### src/rtl/cs161_hazard_ctrl.sv
// -----------------------------------------------------------------------------
// cs161_hazard_ctrl
//
// Decode and issue control for a 5-stage datapath that has no forwarding.
// The block decodes the IF/ID instruction word into datapath controls and
// tracks the destinations of the three instructions ahead of it (ID/EX,
// EX/MEM, MEM/WB). It inserts bubbles and freezes PC and IF/ID on RAW hazards
// and for the shadow of a beq.
//
// Parameters:
//   WB_SAME_CYCLE - 1: register file writes before reads in the same cycle,
//                   so the MEM/WB entry is not a hazard source.
//   BR_SHADOW     - bubble cycles after a beq issues (must be >= 1).
//
// Ports:
//   clk, rst        clock; synchronous active-high reset
//   instr           IF/ID instruction word
//   instr_valid     instr holds a real instruction (0 = NOP)
//   reg_dst, branch, mem_read, mem_to_reg, alu_op[3:0], mem_write,
//   alu_src, reg_write
//                   datapath controls (all zero when bubble=1)
//   pc_write        1 = PC may advance
//   ifid_write      1 = IF/ID may load
//   bubble          controls forced to zero this cycle
//   illegal_op      sticky flag, valid instruction with unknown opcode
//   state           debug: 0 RUN, 1 RAW_STALL, 2 BR_WAIT
//
// Optional feature (macro CS161_HAZ_STATS_EN):
//   stall_cycles[15:0]  saturating count of RAW_STALL cycles
//   branch_cycles[15:0] saturating count of BR_WAIT cycles
// -----------------------------------------------------------------------------
module cs161_hazard_ctrl #(
    parameter int WB_SAME_CYCLE = 1,
    parameter int BR_SHADOW     = 3
) (
    input  logic        clk,
    input  logic        rst,
    input  logic [31:0] instr,
    input  logic        instr_valid,
    output logic        reg_dst,
    output logic        branch,
    output logic        mem_read,
    output logic        mem_to_reg,
    output logic [3:0]  alu_op,
    output logic        mem_write,
    output logic        alu_src,
    output logic        reg_write,
    output logic        pc_write,
    output logic        ifid_write,
    output logic        bubble,
    output logic        illegal_op,
    output logic [1:0]  state
`ifdef CS161_HAZ_STATS_EN
    ,
    output logic [15:0] stall_cycles,
    output logic [15:0] branch_cycles
`endif
);

    localparam int CNT_W = (BR_SHADOW < 2) ? 1 : $clog2(BR_SHADOW + 1);

    localparam logic [5:0] OP_RTYPE = 6'h00;
    localparam logic [5:0] OP_LW    = 6'h23;
    localparam logic [5:0] OP_SW    = 6'h2B;
    localparam logic [5:0] OP_BEQ   = 6'h04;
    localparam logic [5:0] OP_ADDI  = 6'h08;

    typedef enum logic [1:0] {
        ST_RUN       = 2'd0,
        ST_RAW_STALL = 2'd1,
        ST_BR_WAIT   = 2'd2
    } state_e;

    typedef struct packed {
        logic       vld;
        logic [4:0] dst;
    } sb_entry_t;

    state_e           state_q, state_d;
    logic [CNT_W-1:0] br_cnt_q, br_cnt_d;
    logic             illegal_q, illegal_d;
    sb_entry_t        sb_e_q, sb_m_q, sb_w_q, sb_e_d;

    // Instruction fields
    logic [5:0] opcode;
    logic [4:0] rs, rt, rd;
    logic       unused_imm;

    assign opcode     = instr[31:26];
    assign rs         = instr[25:21];
    assign rt         = instr[20:16];
    assign rd         = instr[15:11];
    assign unused_imm = ^instr[10:0];

    // -------------------------------------------------------------------------
    // Decode
    // -------------------------------------------------------------------------
    logic       dec_reg_dst, dec_branch, dec_mem_read, dec_mem_to_reg;
    logic       dec_mem_write, dec_alu_src, dec_reg_write;
    logic [3:0] dec_alu_op;
    logic       use_rs, use_rt, dec_known;
    logic [4:0] dec_dst;

    // NOTE: every signal driven here gets a default before the case, so no
    // path through the block leaves a value unassigned and no latch is built.
    always_comb begin
        dec_reg_dst    = 1'b0;
        dec_branch     = 1'b0;
        dec_mem_read   = 1'b0;
        dec_mem_to_reg = 1'b0;
        dec_mem_write  = 1'b0;
        dec_alu_src    = 1'b0;
        dec_reg_write  = 1'b0;
        dec_alu_op     = 4'b0000;
        use_rs         = 1'b0;
        use_rt         = 1'b0;
        dec_dst        = 5'd0;
        dec_known      = 1'b1;
        case (opcode)
            OP_RTYPE: begin
                dec_reg_dst   = 1'b1;
                dec_reg_write = 1'b1;
                dec_alu_op    = 4'b0010;
                use_rs        = 1'b1;
                use_rt        = 1'b1;
                dec_dst       = rd;
            end
            OP_LW: begin
                dec_alu_src    = 1'b1;
                dec_mem_read   = 1'b1;
                dec_mem_to_reg = 1'b1;
                dec_reg_write  = 1'b1;
                use_rs         = 1'b1;
                dec_dst        = rt;
            end
            OP_SW: begin
                dec_alu_src   = 1'b1;
                dec_mem_write = 1'b1;
                use_rs        = 1'b1;
                use_rt        = 1'b1;
            end
            OP_BEQ: begin
                dec_branch = 1'b1;
                dec_alu_op = 4'b0001;
                use_rs     = 1'b1;
                use_rt     = 1'b1;
            end
            OP_ADDI: begin
                dec_alu_src   = 1'b1;
                dec_reg_write = 1'b1;
                use_rs        = 1'b1;
                dec_dst       = rt;
            end
            default: dec_known = 1'b0;
        endcase
    end

    // -------------------------------------------------------------------------
    // Hazard detection against the scoreboard. $0 never matches because
    // entries are only made valid for nonzero destinations and sources of $0
    // are filtered out here as well.
    // -------------------------------------------------------------------------
    function automatic logic src_hit(input logic [4:0] r, input sb_entry_t e);
        return e.vld && (r != 5'd0) && (e.dst == r);
    endfunction

    logic hz_rs, hz_rt, hz;

    always_comb begin
        hz_rs = src_hit(rs, sb_e_q) || src_hit(rs, sb_m_q);
        hz_rt = src_hit(rt, sb_e_q) || src_hit(rt, sb_m_q);
        if (WB_SAME_CYCLE == 0) begin
            hz_rs = hz_rs || src_hit(rs, sb_w_q);
            hz_rt = hz_rt || src_hit(rt, sb_w_q);
        end
        hz = instr_valid && ((use_rs && hz_rs) || (use_rt && hz_rt));
    end

    // -------------------------------------------------------------------------
    // FSM next state and issue control
    // -------------------------------------------------------------------------
    logic issue;

    always_comb begin
        state_d    = state_q;
        br_cnt_d   = br_cnt_q;
        issue      = 1'b0;
        pc_write   = 1'b0;
        ifid_write = 1'b0;
        case (state_q)
            ST_RUN, ST_RAW_STALL: begin
                if (!instr_valid) begin
                    // Nothing to issue; keep fetching.
                    pc_write   = 1'b1;
                    ifid_write = 1'b1;
                    state_d    = ST_RUN;
                end else if (hz) begin
                    state_d = ST_RAW_STALL;
                end else begin
                    // A stalled instruction issues in the same cycle its
                    // hazard clears.
                    issue      = 1'b1;
                    pc_write   = 1'b1;
                    ifid_write = 1'b1;
                    if (dec_branch) begin
                        state_d  = ST_BR_WAIT;
                        br_cnt_d = CNT_W'(BR_SHADOW);
                    end else begin
                        state_d = ST_RUN;
                    end
                end
            end
            ST_BR_WAIT: begin
                if (br_cnt_q <= CNT_W'(1)) begin
                    // Last shadow cycle: load the resolved next PC.
                    pc_write   = 1'b1;
                    ifid_write = 1'b1;
                    state_d    = ST_RUN;
                end else begin
                    br_cnt_d = br_cnt_q - CNT_W'(1);
                end
            end
            default: state_d = ST_RUN;
        endcase
        if (rst) begin
            issue      = 1'b0;
            pc_write   = 1'b0;
            ifid_write = 1'b0;
        end
    end

    // Illegal opcodes are flagged only when the word is actually being decoded,
    // not while a stale word sits in IF/ID during the branch shadow.
    logic illegal_now;

    assign illegal_now = instr_valid && !dec_known && (state_q != ST_BR_WAIT) && !rst;
    assign illegal_d   = illegal_q || illegal_now;

    always_comb begin
        sb_e_d.vld = issue && dec_reg_write && (dec_dst != 5'd0);
        sb_e_d.dst = sb_e_d.vld ? dec_dst : 5'd0;
    end

    // NOTE: sequential state uses non-blocking assignments so every register
    // samples the pre-edge values, independent of statement order.
    always_ff @(posedge clk) begin
        if (rst) begin
            state_q   <= ST_RUN;
            br_cnt_q  <= '0;
            illegal_q <= 1'b0;
            sb_e_q    <= '0;
            sb_m_q    <= '0;
            sb_w_q    <= '0;
        end else begin
            state_q   <= state_d;
            br_cnt_q  <= br_cnt_d;
            illegal_q <= illegal_d;
            sb_e_q    <= sb_e_d;
            sb_m_q    <= sb_e_q;
            sb_w_q    <= sb_m_q;
        end
    end

    // -------------------------------------------------------------------------
    // Outputs
    // -------------------------------------------------------------------------
    assign reg_dst    = issue && dec_reg_dst;
    assign branch     = issue && dec_branch;
    assign mem_read   = issue && dec_mem_read;
    assign mem_to_reg = issue && dec_mem_to_reg;
    assign alu_op     = issue ? dec_alu_op : 4'b0000;
    assign mem_write  = issue && dec_mem_write;
    assign alu_src    = issue && dec_alu_src;
    assign reg_write  = issue && dec_reg_write;
    assign bubble     = !issue;
    assign illegal_op = !rst && illegal_d;
    assign state      = state_q;

`ifdef CS161_HAZ_STATS_EN
    logic [15:0] stall_cnt_q, branch_cnt_q;

    always_ff @(posedge clk) begin
        if (rst) begin
            stall_cnt_q  <= '0;
            branch_cnt_q <= '0;
        end else begin
            if (state_q == ST_RAW_STALL && stall_cnt_q != 16'hFFFF)
                stall_cnt_q <= stall_cnt_q + 16'd1;
            if (state_q == ST_BR_WAIT && branch_cnt_q != 16'hFFFF)
                branch_cnt_q <= branch_cnt_q + 16'd1;
        end
    end

    assign stall_cycles  = stall_cnt_q;
    assign branch_cycles = branch_cnt_q;
`endif

endmodule

### config.mk
export PLATFORM = sky130hd
export DESIGN_NAME = cs161_hazard_ctrl
export DESIGN_NICKNAME = d
export VERILOG_FILES = /design/src/rtl/cs161_hazard_ctrl.sv
export SDC_FILE = /design/constraint.sdc
export NUM_CORES = 1
export LEC_CHECK = 0
export ABC_AREA = 0
export ABC_CLOCK_PERIOD_IN_PS = 2800
export BUFFER_PORTS_ARGS = -buffer_cell sky130_fd_sc_hd__buf_2
export CAP_MARGIN = 20
export CORE_ASPECT_RATIO = 1.75
export CORE_MARGIN = 4
export CORE_UTILIZATION = 40
export DETAILED_ROUTE_END_ITERATION = 6
export HOLD_SLACK_MARGIN = 0.1
export PLACE_DENSITY = 0.67
export SYNTH_ARGS = -nofsm -noshare
export SYNTH_HDL_FRONTEND = slang
export SYNTH_SLANG_ARGS = --single-unit
### constraint.sdc
create_clock -name clk -period 2.8 [get_ports clk]
set_input_delay 0.42 -clock clk [delete_from_list [all_inputs] [get_ports clk]]
set_output_delay 0.42 -clock clk [all_outputs]
set_load 0.05 [all_outputs]
== Word level (Yosys, flattened, before mapping) ==
Cells that the tools add are included.
Cells by class
  bitwise gates (word level): 1
  reductions and logical operators: 43
  eq/ne operators: 16
  order comparisons: 1
  multiplexer cells: 29
  add/sub/neg operators: 1
Operator list (count)
  $logic_and 1x1->1: 22
  $eq 5x5->1: 4
  $mux 2: 8
  $mux 1: 15
  $reduce_bool 5->1: 3
  $eq 6x6->1 const B: 2
  $ne 2x2->1 const B: 6
  $pmux 2 s2: 3
  $pmux 5 s2: 1
  $reduce_or 3->1: 3
  $eq 6x3->1 const B: 1
  $eq 6x4->1 const B: 1
  $logic_not 6->1: 1
  $reduce_or 2->1: 3
  $reduce_and 5->1: 1
  $reduce_or 5->1: 1
  $logic_or 1x1->1: 4
  $mux 4: 1
  $logic_not 1->1: 3
  $eq 2x1->1 const B: 1
  $eq 2x2->1 const B: 1
  $le 2x1->1 const B: 1
  $logic_not 2->1: 1
  $pmux 1 s2: 1
  other kinds (3): 3
Storage, ports and cells
  output and inout bits: 17
  input bits: 35
  bits in registers: 17
  word-level logic and storage cells: 98

== Longest topological paths before layout ==
Gate-level depths: netlist (run 1).
  depth in word-level cells: 15
  gate-level depth with buffers: 7
  mapped depth without buffers: 6

== Least setup slack after synthesis (run 1) ==
OpenSTA, ideal clock, no wires.
  kind: input port to output port
  from: in instr[17]
  to: out alu_op[1]
  stages on the path: 7
  data arrival time: 2.811 ns
  path slack: -0.431 ns
  data required time: 2.380 ns
  buffers on the path: 2
  cells stage by stage: xnor2_1 and2_0 a32oi_1 o221ai_2 buf_6 nor3_1 buf_4
Between the ends
  longest elaborated chain between the ends: 12
  elaborated cells between the ends (all ways): 16
  those cells by class: eq/ne: 2; mux: 5; reduce/logical: 9
Ends and longest elaborated chain
  start, declared: RTL line 38  | input logic [31:0] instr,
  $reduce_bool 5->1: RTL line 164  | return e.vld && (r != 5'd0) && (e.dst == r);
  $logic_and 1x1->1 (2 in a row): RTL line 164
  $logic_or 1x1->1 *: RTL line 171  | hz_rt = src_hit(rt, sb_e_q) || src_hit(rt, sb_m_q);
  $logic_and 1x1->1 *: RTL line 176  | hz = instr_valid && ((use_rs && hz_rs) || (use_rt && hz_rt));
  $logic_or 1x1->1 *: RTL line 176
  $logic_and 1x1->1 *: RTL line 176
  $mux 1 *: RTL line 197  | end else if (hz) begin
  $mux 1 *: RTL line 192  | if (!instr_valid) begin
  $mux 1 *: RTL line 190  | case (state_q)
  $mux 1 *: RTL line 225  | if (rst) begin
  $mux 4 *: RTL line 271  | assign alu_op = issue ? dec_alu_op : 4'b0000;
  end, declared: RTL line 44  | output logic [3:0] alu_op,
Every way passes the cells marked *; elsewhere a longest branch is shown, timed or not.

== Worst setup path after layout (run 1) ==
  from: in instr[27]
  to: out bubble
Between the ends
  longest elaborated chain between the ends: 11
  elaborated cells between the ends (all ways): 18
  those cells by class: eq/ne: 4; mux: 6; reduce/logical: 8
Ends and longest elaborated chain
  $eq 6x4->1, or another cell as far along: RTL line 119  | case (opcode)
  $reduce_or 5->1 (no source line) / $reduce_or 3->1 (equally long branches)
  $mux 1: RTL line 119
  $logic_and 1x1->1: RTL line 176
  $logic_or 1x1->1 *: RTL line 176
  $logic_and 1x1->1 *: RTL line 176
  $mux 1 *: RTL line 197
  $mux 1 *: RTL line 192
  $mux 1 *: RTL line 190
  $mux 1 *: RTL line 225
  $logic_not 1->1 *: RTL line 275  | assign bubble = !issue;
  end, declared: RTL line 50  | output logic bubble,
Marks and branches as above.

==> results of run 1 <==
## metal layers
layer  global-route usage (%)  wire length [um]  up-vias
li1                         -                 -      523
met1                     17.5               978      463
met2                     28.1              1450       28
met3                     3.07               131        7
met4                     7.20                72        0
met5                        0                 0        -
## stage by stage
| stage | power, W | setup WS [ns] |
|---|---|---|
| after detailed placement | 0.000346 | 0.224 |
| after global placement | 0.000345 | 0.244 |
| after CTS | 0.000530 | 0.218 |
| after global routing | 0.000549 | 0.0977 |
| after floorplan | 0.000311 | 0.0530 |
| final | 0.000528 | 0.237 |
## flip-flops by register name, summed over array words and instances (netlist names)
| signal | count |
|---|---|
| sb_e_q | 6 |
| sb_m_q | 6 |
| state | 2 |
| br_cnt_q | 2 |
| illegal_q | 1 |
## power groups by stage
stage	sequential [W]	clock, W	combinational [W]
after CTS	0.000245	0.000189	0.0000962
after global routing	0.000245	0.000200	0.000105
final	0.000245	0.000187	0.0000959
after global placement	0.000250	0	0.0000945
after floorplan	0.000250	0	0.0000608
after detailed placement	0.000251	0	0.0000958
## critical path, stage by stage
cell      delay, ns
buf_2          0.12
or4_4          0.57
o21ai_0        0.12
nand3b_2       0.14
o221ai_2       0.42
buf_2          0.35
## cells by family after synthesis
| logic type | count (synthesis) | synth area share (%) |
|---|---|---|
| buffers and inverters | 11 | 6.29 |
| other | 1 | 0.349 |
| adder cells (fa/ha/maj) | 1 | 1.16 |
| flip-flops | 17 | 31.7 |
| XOR/XNOR | 20 | 16.3 |
| AO/OA/AOI/OAI | 25 | 17.9 |
| AND/OR/NAND/NOR | 52 | 26.3 |
## cells in the final DEF, fill, tap and decap left out, types with 3 or more instances in the layout
cell type / count
buf_2: 38
a21oi_1: 6
xor2_1: 16
nor2_1: 17
xnor2_1: 4
buf_4: 3
a22oi_1: 5
nor3_1: 3
clkbuf_8: 3
inv_1: 3
dfxtp_1: 17
nor4_1: 5
nand2_1: 4
nor2b_1: 8
nor3_2: 3
## worst max path at each step
stage	from	end	slack [ns]	cells past startpoint
3_3_place_gp	instr[27]	bubble	0.24	6
5_1_grt	sb_m_q[4]	bubble	0.1	5
4_1_cts	instr[27]	bubble	0.22	6
6_report	instr[27]	bubble	0.24	6
2_1_floorplan	instr[17]	alu_op[1]	0.05	7
3_5_place_dp	instr[27]	bubble	0.22	6
## cell type report
cell class	count	area (um^2)
sequential	17	340
clock buffer	4	45.0
inverter	3	11.3
multi-input combinational	100	691
fill	265	1190
timing repair buffer	41	213
tap	26	32.5
==> metrics.cfg, run 1 <==
[run_status]
outcome = finished clean

[grt]
grt_pass1_wl_um = 4370
gr-total-overflow = 0
grt_max_degree = 16
antenna_found_initial = 0
grt.total_usage_pct = 16.2
grt_pass1_vias = 1000

[floorplan]
coreArea_um2 = 2520
row_count = 24
fp.dieH_um = 76.6
die_area_um2 = 3610
die_w_um = 47.2
pin_count = 52
start_util_pct = 42.6

[power_and_ir_drop]
p_per_area_nw_per_um2 = 396
seqPwrFrac_pct = 46.4
p_sw_share_pct = 28.2
pwr-share-comb_pct = 18.2
clkPwrFrac_pct = 35.4
internal_power_w = 0.000379
p_sw_w = 0.000149
max-vdd-ir-drop_mv = 0.203
p_leak_nw = 0.573

[clock_tree]
numCtsBuffers = 3
htreeDepth = 1
post_cts_resized = 0
cts_max_path_buffers = 2
ctsHoldBuffers = 0
clkSinkCount = 17
clkTransAtPathRegs_ns = 0.07
post_cts_buffers = 0
root_buffer = clkbuf_8
cts_tree = yes
insertion_delay_ns = 0.25

[drt]
wl_um = 2630
via_count = 1021
dr.pass1.iters = 4
drt_iter0_drc = 15
ant_nets = 0
wl_per_cell_um = 13.8
vias_per_cell = 5.35
drc = 0

[setup_path]
cp.required_ns = 2.38
r2r_start = sb_e_q[1]
reg2reg_to = sb_e_q[5]
r2r_cells = 6
start_kind = input port
crit_path_end_kind = primary output
critical_path.max_fanout = 7
criticalPathCategory = input port to primary output
worstPathArrival_ns = 2.14
rrSetupSlack_ns = 0.92

[synth]
yosysUniqueCellTypes = 35
ys_warn_count = 0
yosys-top-cells-count = dfxtp_1 (17), nor2_1 (17), xor2_1 (16)
syn_inst = 127
synth_seq_cells = 17
yosysTopAreaCell = dfxtp_1
synth-main-ff-cell = dfxtp_1
synth_top_area_share_pct = 31.7
ys_seq_area_share_pct = 31.7
async_flop_share_pct = 0
syn_area_per_cell_um2 = 8.46
yosys-top-cells-area = dfxtp_1 (32%), xor2_1 (13%), nor2_1 (5.9%), nor2b_1 (4.7%), a22oi_1 (3.5%)
synth-edff-count = 0
synth_area_um2 = 1070

[cells_and_area]
fin_util_pct = 52.8
design_area_um2 = 1330
stdcell_count = 191
nets = 202
drive_gt1_share_pct = 33.9
n_antenna_cell = 0
synthToLayoutAreaGrowth_pct = 24.0

[hold_path]
min_from = instr[12]
hp-class = input port to flop
hold_depth = 3
hold_path_end = sb_e_q[1]

[timing]
hold_viol_final = 0
hold_ws_ns = 0.413
fmax_mhz = 390
rsz0062_at_grt = false
period_needed_ns = 2.56
timing.final.crit_share_pct = 91.5
maxSlewViolCount = 0
fin_tns_setup_ns = 0
clock-skew-final_ns = 0.00611
finalSetupViolCount = 0

[flow_run]
maxCapViolCount = 0

[place]
port_buffers = 38
gp_congestion = 0.790
dp_cells = 187
dp_hpwl_um = 2130
place_area_um2 = 1290

Note: power is estimated with default switching activity, not from simulation.
==> inputs of run 2 (changes only) <==
==> config.mk (replaced) <==
export PLATFORM = sky130hd
export DESIGN_NAME = cs161_hazard_ctrl
export DESIGN_NICKNAME = d
export VERILOG_FILES = /design/src/rtl/cs161_hazard_ctrl.sv
export SDC_FILE = /design/constraint.sdc
export NUM_CORES = 1
export LEC_CHECK = 0
export ABC_AREA = 0
export ABC_CLOCK_PERIOD_IN_PS = 2800
export BUFFER_PORTS_ARGS = -buffer_cell sky130_fd_sc_hd__buf_4
export CAP_MARGIN = 20
export CORE_MARGIN = 4
export CORE_UTILIZATION = 49
export DETAILED_ROUTE_END_ITERATION = 6
export HOLD_SLACK_MARGIN = 0.1
export PLACE_DENSITY = 0.8
export SYNTH_ARGS = -nofsm -noshare
export SYNTH_HDL_FRONTEND = slang
export SYNTH_SLANG_ARGS = --single-unit
==> run 2 against run 1 <==
Effect of this change: sequential power is essentially flat; global-route usage increased by 1.9 points; sequential cell count did not move; power decreased by 7.6%; cell count shrank 0.52%; utilization increased by 16 points; wire length fell by 4.7%; first-iteration DRC count grew 20%; critical path type is now flop to primary output; highest routed layer unchanged.
==> metrics.cfg, run 2 (synthesis results as in run 1) <==
[run_status]
outcome = finished clean  ; unchanged

[clock_tree]
ctsHoldBuffers = 0  ; unchanged
cts_tree = yes  ; unchanged
htreeDepth = 1  ; unchanged
clkTransAtPathRegs_ns = 0.10  ; was 0.07 ns
cts_max_path_buffers = 2  ; unchanged
numCtsBuffers = 3  ; unchanged
post_cts_buffers = 0  ; unchanged
insertion_delay_ns = 0.30  ; was 0.25 ns
clkSinkCount = 17  ; unchanged
post_cts_resized = 0  ; unchanged
root_buffer = clkbuf_4  ; was clkbuf_8

[drt]
via_count = 1016  ; was 1021
dr.pass1.iters = 4  ; unchanged
wl_um = 2510  ; was 2630 um
ant_nets = 0  ; unchanged
vias_per_cell = 5.35  ; about the same
drc = 0  ; unchanged
wl_per_cell_um = 13.2  ; was 13.8 um
drt_iter0_drc = 18  ; was 15

[setup_path]
start_kind = flop  ; was input port
critical_path.max_fanout = 7  ; unchanged
crit_path_cell_trace = xor2_1 -> nor4_1 -> a32oi_1 -> o221ai_2 -> nor3_2 -> buf_4  ; was buf_2 -> or4_4 -> o21ai_0 -> nand3b_2 -> o221ai_2 -> buf_2
worstPathArrival_ns = 2.12  ; was 2.14 ns
criticalPathCategory = flop to primary output  ; was input port to primary output
crit_path_end_kind = primary output  ; unchanged
crit_path_max_incr_delay_ns = 0.40  ; was 0.57 ns
slowest_stage = a32oi_1  ; was or4_4
cp.required_ns = 2.38  ; about the same

[grt]
gr-total-overflow = 0  ; unchanged
antenna_found_initial = 0  ; unchanged
grt_pass1_vias = 949  ; was 1000
grt_pass1_wl_um = 3910  ; was 4370 um
grt.total_usage_pct = 18.1  ; was 16.2%
grt_max_degree = 16  ; unchanged

[timing]
period_needed_ns = 2.54  ; was 2.56 ns
hold_ws_ns = 0.363  ; was 0.413 ns
fmax_mhz = 394  ; was 390 MHz
rsz0062_at_grt = false  ; unchanged
finalSetupViolCount = 0  ; unchanged
timing.final.crit_share_pct = 90.7  ; was 91.5%
fin_tns_setup_ns = 0  ; unchanged
hold_viol_final = 0  ; unchanged
clock-skew-final_ns = 0.00507  ; was 0.00611 ns
maxSlewViolCount = 0  ; unchanged

[cells_and_area]
synthToLayoutAreaGrowth_pct = 29.8  ; was 24.0%
nets = 200  ; was 202
most-common-layout-cells = buf_4 (39), nor2_1 (17), dfxtp_1 (17)  ; was buf_2 (38), nor2_1 (17), dfxtp_1 (17)
n_antenna_cell = 0  ; unchanged
stdcell_count = 190  ; was 191
drive_gt1_share_pct = 33.1  ; was 33.9%
layout_commonest_cell = buf_4  ; was buf_2
top_regs = sb_e_q (6), sb_m_q (6)  ; unchanged

[floorplan]
start_util_pct = 53.2  ; was 42.6%
coreArea_um2 = 2020  ; was 2520 um^2
pin_count = 52  ; unchanged
fp.dieH_um = 54.8  ; was 76.6 um
die_w_um = 54.8  ; was 47.2 um
row_count = 16  ; was 24
die_area_um2 = 3010  ; was 3610 um^2

[flow_run]
maxCapViolCount = 0  ; unchanged

[place]
dp_hpwl_um = 2060  ; was 2130 um
port_buffers = 38  ; unchanged
gp_congestion = 0.830  ; was 0.790
dp_cells = 186  ; was 187

[power_and_ir_drop]
p_sw_share_pct = 29.4  ; was 28.2%
internal_power_w = 0.000344  ; was 0.000379 W
clkPwrFrac_pct = 27.8  ; was 35.4%
p_sw_w = 0.000143  ; was 0.000149 W
p_per_area_nw_per_um2 = 350  ; was 396 nW/um^2
max-vdd-ir-drop_mv = 0.188  ; was 0.203 mV
seqPwrFrac_pct = 50.2  ; was 46.4%
pwr-share-comb_pct = 22.0  ; was 18.2%
p_leak_nw = 0.576  ; was 0.573 nW

[hold_path]
hp-class = input port to flop  ; unchanged

## run 2: cell types whose count changed in the layout (fill, tap and decap cells not counted), sizes merged
cell	delta
buf	-2
## run 2: power by group through the flow
| stage | registers [W] | clock network (W) | logic (W) |
|---|---|---|---|
| after CTS | 0.000245 | 0.000135 | 0.000107 |
| after floorplan | 0.000250 | 0 | 0.0000608 |
| final | 0.000245 | 0.000136 | 0.000107 |
| after global routing | 0.000245 | 0.000145 | 0.000115 |
| after global placement | 0.000250 | 0 | 0.000105 |
| after detailed placement | 0.000251 | 0 | 0.000107 |
## run 2: layer usage
| layer | up-vias | part of all wire [%] | global-route usage, % | wire length [um] |
|---|---|---|---|---|
| li1 | 516 | - | - | - |
| met1 | 463 | 44 | 22.0 | 1110 |
| met2 | 32 | 48 | 30.9 | 1200 |
| met3 | 5 | 6.1 | 2.45 | 152 |
| met4 | 0 | 1.8 | 8.71 | 44 |
| met5 | - | 0 | 0 | 0 |
## run 2: through the flow
stage	setup slack [ns]	area, um^2	total power, W	util, %
floorplan	0.0530	1100	0.000311	-
global placement	0.323	1370	0.000355	67.7
detailed placement	0.275	1370	0.000357	67.7
CTS	0.242	1400	0.000487	69.0
global route	0.0882	1400	0.000505	69.0
finish	0.261	1400	0.000488	69.0
## run 2: critical path: cells and delay by family (launching register included)
kind	cells	cell delay, ns
and+or+nand+nor	2	0.36
DFF	1	0.37
AOI/OAI and AO/OA	2	0.68
buffers and inverters	1	0.23
xor gates and xnor gates	1	0.18
## run 2: worst paths after layout
check / startpoint / end / slack [ns] / cells past startpoint
worst min-delay path: instr[13] / sb_e_q[2] / 0.36 / 3
worst max-delay path: sb_m_q[1] / mem_read / 0.26 / 6
worst min register to register: illegal_q / illegal_q / 0.46 / 2
worst max register to register: sb_m_q[1] / sb_e_q[5] / 0.94 / 6
## run 2: cell type report
| class | count | area, um^2 |
|---|---|---|
| clock buffer | 4 | 26.3 |
| sequential | 17 | 340 |
| timing repair buffer | 39 | 293 |
| inverter | 3 | 11.3 |
| multi-input combinational | 100 | 691 |
| tap | 27 | 33.8 |
| fill | 167 | 627 |
==> inputs of run 3 (changes only) <==
--- a/config.mk
+++ b/config.mk
@@ -9,7 +9,7 @@
 export ABC_CLOCK_PERIOD_IN_PS = 2800
 export BUFFER_PORTS_ARGS = -buffer_cell sky130_fd_sc_hd__buf_4
 export CAP_MARGIN = 20
-export CORE_MARGIN = 4
+export CORE_MARGIN = 8
 export CORE_UTILIZATION = 49
 export DETAILED_ROUTE_END_ITERATION = 6
 export HOLD_SLACK_MARGIN = 0.1
==> run 3 against run 2 <==
Effect of this change: clock skew down 0.0013 ns; sequential cell count unchanged; first-iteration DRC count up 33%; critical path depth unchanged; fmax up 1.3%; sequential share of layout area about the same; final area about the same; wire length up 7.9%; setup slack better by 0.034 ns; non-clock buffer count unchanged; largest cell class unchanged; largest power group unchanged.
==> metrics.cfg, run 3 (synthesis results as in run 1) <==
[power_and_ir_drop]
p_total_w = 0.000485  ; was 0.000488 W
p_per_area_nw_per_um2 = 347  ; was 350 nW/um^2
clkPwrFrac_pct = 27.5  ; was 27.8%
p_leak_nw = 0.576  ; unchanged
seqPwrFrac_pct = 50.5  ; was 50.2%
pwr-share-comb_pct = 22.0  ; about the same
p_sw_w = 0.000141  ; was 0.000143 W
p_sw_share_pct = 29.0  ; was 29.4%
internal_power_w = 0.000344  ; about the same
max-vdd-ir-drop_mv = 0.233  ; was 0.188 mV

[cells_and_area]
nets = 200  ; unchanged
drive_gt1_share_pct = 33.1  ; unchanged
n_antenna_cell = 0  ; unchanged
synthToLayoutAreaGrowth_pct = 29.9  ; was 29.8%
most-common-layout-cells = buf_4 (39), nor2_1 (17), dfxtp_1 (17)  ; unchanged
layout_commonest_cell = buf_4  ; unchanged
top_regs = sb_e_q (6), sb_m_q (6)  ; unchanged

[drt]
dr.pass1.iters = 4  ; unchanged
wl_per_cell_um = 14.2  ; was 13.2 um
vias_per_cell = 5.39  ; was 5.35
wl_um = 2710  ; was 2510 um
ant_nets = 0  ; unchanged
drt_iter0_drc = 24  ; was 18
drc = 0  ; unchanged
via_count = 1029  ; was 1016

[place]
dp_hpwl_um = 2250  ; was 2060 um
gp_congestion = 0.786  ; was 0.830
port_buffers = 38  ; unchanged

[grt]
antenna_found_initial = 0  ; unchanged
grt_max_degree = 16  ; unchanged
grt_pass1_wl_um = 4770  ; was 3910 um
grt_pass1_vias = 1116  ; was 949
gr-total-overflow = 0  ; unchanged
grt.total_usage_pct = 14.1  ; was 18.1%

[timing]
rsz0062_at_grt = false  ; unchanged
hold_ws_ns = 0.367  ; was 0.363 ns
finalSetupViolCount = 0  ; unchanged
maxSlewViolCount = 0  ; unchanged
clock-skew-final_ns = 0.00376  ; was 0.00507 ns
period_needed_ns = 2.51  ; was 2.54 ns
timing.final.crit_share_pct = 89.5  ; was 90.7%
fmax_mhz = 399  ; was 394 MHz
hold_viol_final = 0  ; unchanged
fin_tns_setup_ns = 0  ; unchanged

[setup_path]
rrSetupSlack_ns = 0.94  ; about the same
worstPathArrival_ns = 2.09  ; was 2.12 ns
startpoint = sb_m_q[1]  ; unchanged
crit_end = mem_to_reg  ; was mem_read
critical_path.max_fanout = 7  ; unchanged
r2r_cells = 6  ; unchanged
crit_path_end_kind = primary output  ; unchanged
criticalPathCategory = flop to primary output  ; unchanged
reg2reg_to = sb_e_q[1]  ; was sb_e_q[5]
start_kind = flop  ; unchanged
cp.required_ns = 2.38  ; about the same
r2r_start = sb_m_q[1]  ; unchanged

[clock_tree]
clkSinkCount = 17  ; unchanged
numCtsBuffers = 3  ; unchanged
ctsHoldBuffers = 0  ; unchanged
cts_tree = yes  ; unchanged
root_buffer = clkbuf_4  ; unchanged
cts_max_path_buffers = 2  ; unchanged
htreeDepth = 1  ; unchanged
post_cts_buffers = 0  ; unchanged
insertion_delay_ns = 0.29  ; was 0.30 ns
clkTransAtPathRegs_ns = 0.10  ; about the same
post_cts_resized = 0  ; unchanged

[floorplan]
coreArea_um2 = 2150  ; was 2020 um^2
pin_count = 52  ; unchanged
row_count = 17  ; was 16
die_w_um = 62.8  ; was 54.8 um
start_util_pct = 50.0  ; was 53.2%
fp.dieH_um = 62.8  ; was 54.8 um
die_area_um2 = 3950  ; was 3010 um^2

[run_status]
outcome = finished clean  ; unchanged

[flow_run]
maxCapViolCount = 0  ; unchanged

[hold_path]
hp-class = input port to flop  ; unchanged

run 3: cell counts in the layout (fill, tap and decap cells not counted):
No cell type changed its count.
run 3: per-layer routing:
layer	global-route usage, %	up-vias	routed length [um]	part of all wire, %
met5	0	-	0	0
met4	5.98	0	44	1.6
met3	3.23	5	141	5.2
met2	25.1	33	1260	47
met1	15.7	473	1260	46
li1	-	518	-	-
run 3: worst min-delay path by stage:
stage | startpoint | endpoint | cells after the start
after floorplan | illegal_q | illegal_q | 2
after global placement | illegal_q | illegal_q | 2
after detailed placement | illegal_q | illegal_q | 2
after CTS | instr[14] | sb_e_q[3] | 3
after global routing | instr[11] | sb_e_q[0] | 3
final | instr[14] | sb_e_q[3] | 3
run 3: worst max-delay path, cell delays in order, from the launching register on:
cell and delay (ns):
dfxtp_1 0.35, xor2_1 0.17, nor4_1 0.33, a32oi_1 0.23, o221ai_2 0.39, nor3_2 0.11
buf_4 0.21
run 3: metrics by stage:
stage / instances / setup WS (ns) / utilization (%) / instance area (um^2)
final: 191 / 0.294 / 65.0 / 1400
after global routing: 191 / 0.118 / 65.0 / 1400
after CTS: 191 / 0.272 / 65.0 / 1400
after detailed placement: 187 / 0.302 / 63.8 / 1370
after global placement: 187 / 0.329 / 63.8 / 1370
after floorplan: 128 / 0.0530 / - / 1100
run 3: layout make-up:
cell class                 count  area (um^2)
tap                           28         35.0
clock buffer                   4         26.3
inverter                       3         11.3
fill                         201          752
sequential                    17          340
timing repair buffer          39          293
multi-input combinational    100          691
run 3: power by group through the flow:
stage          registers (W)  clock network, W   logic, W
6_report            0.000245          0.000133   0.000107
5_1_grt             0.000245          0.000147   0.000116
4_1_cts             0.000245          0.000135   0.000107
3_5_place_dp        0.000251                 0   0.000106
3_3_place_gp        0.000250                 0   0.000104
2_1_floorplan       0.000250                 0  0.0000608
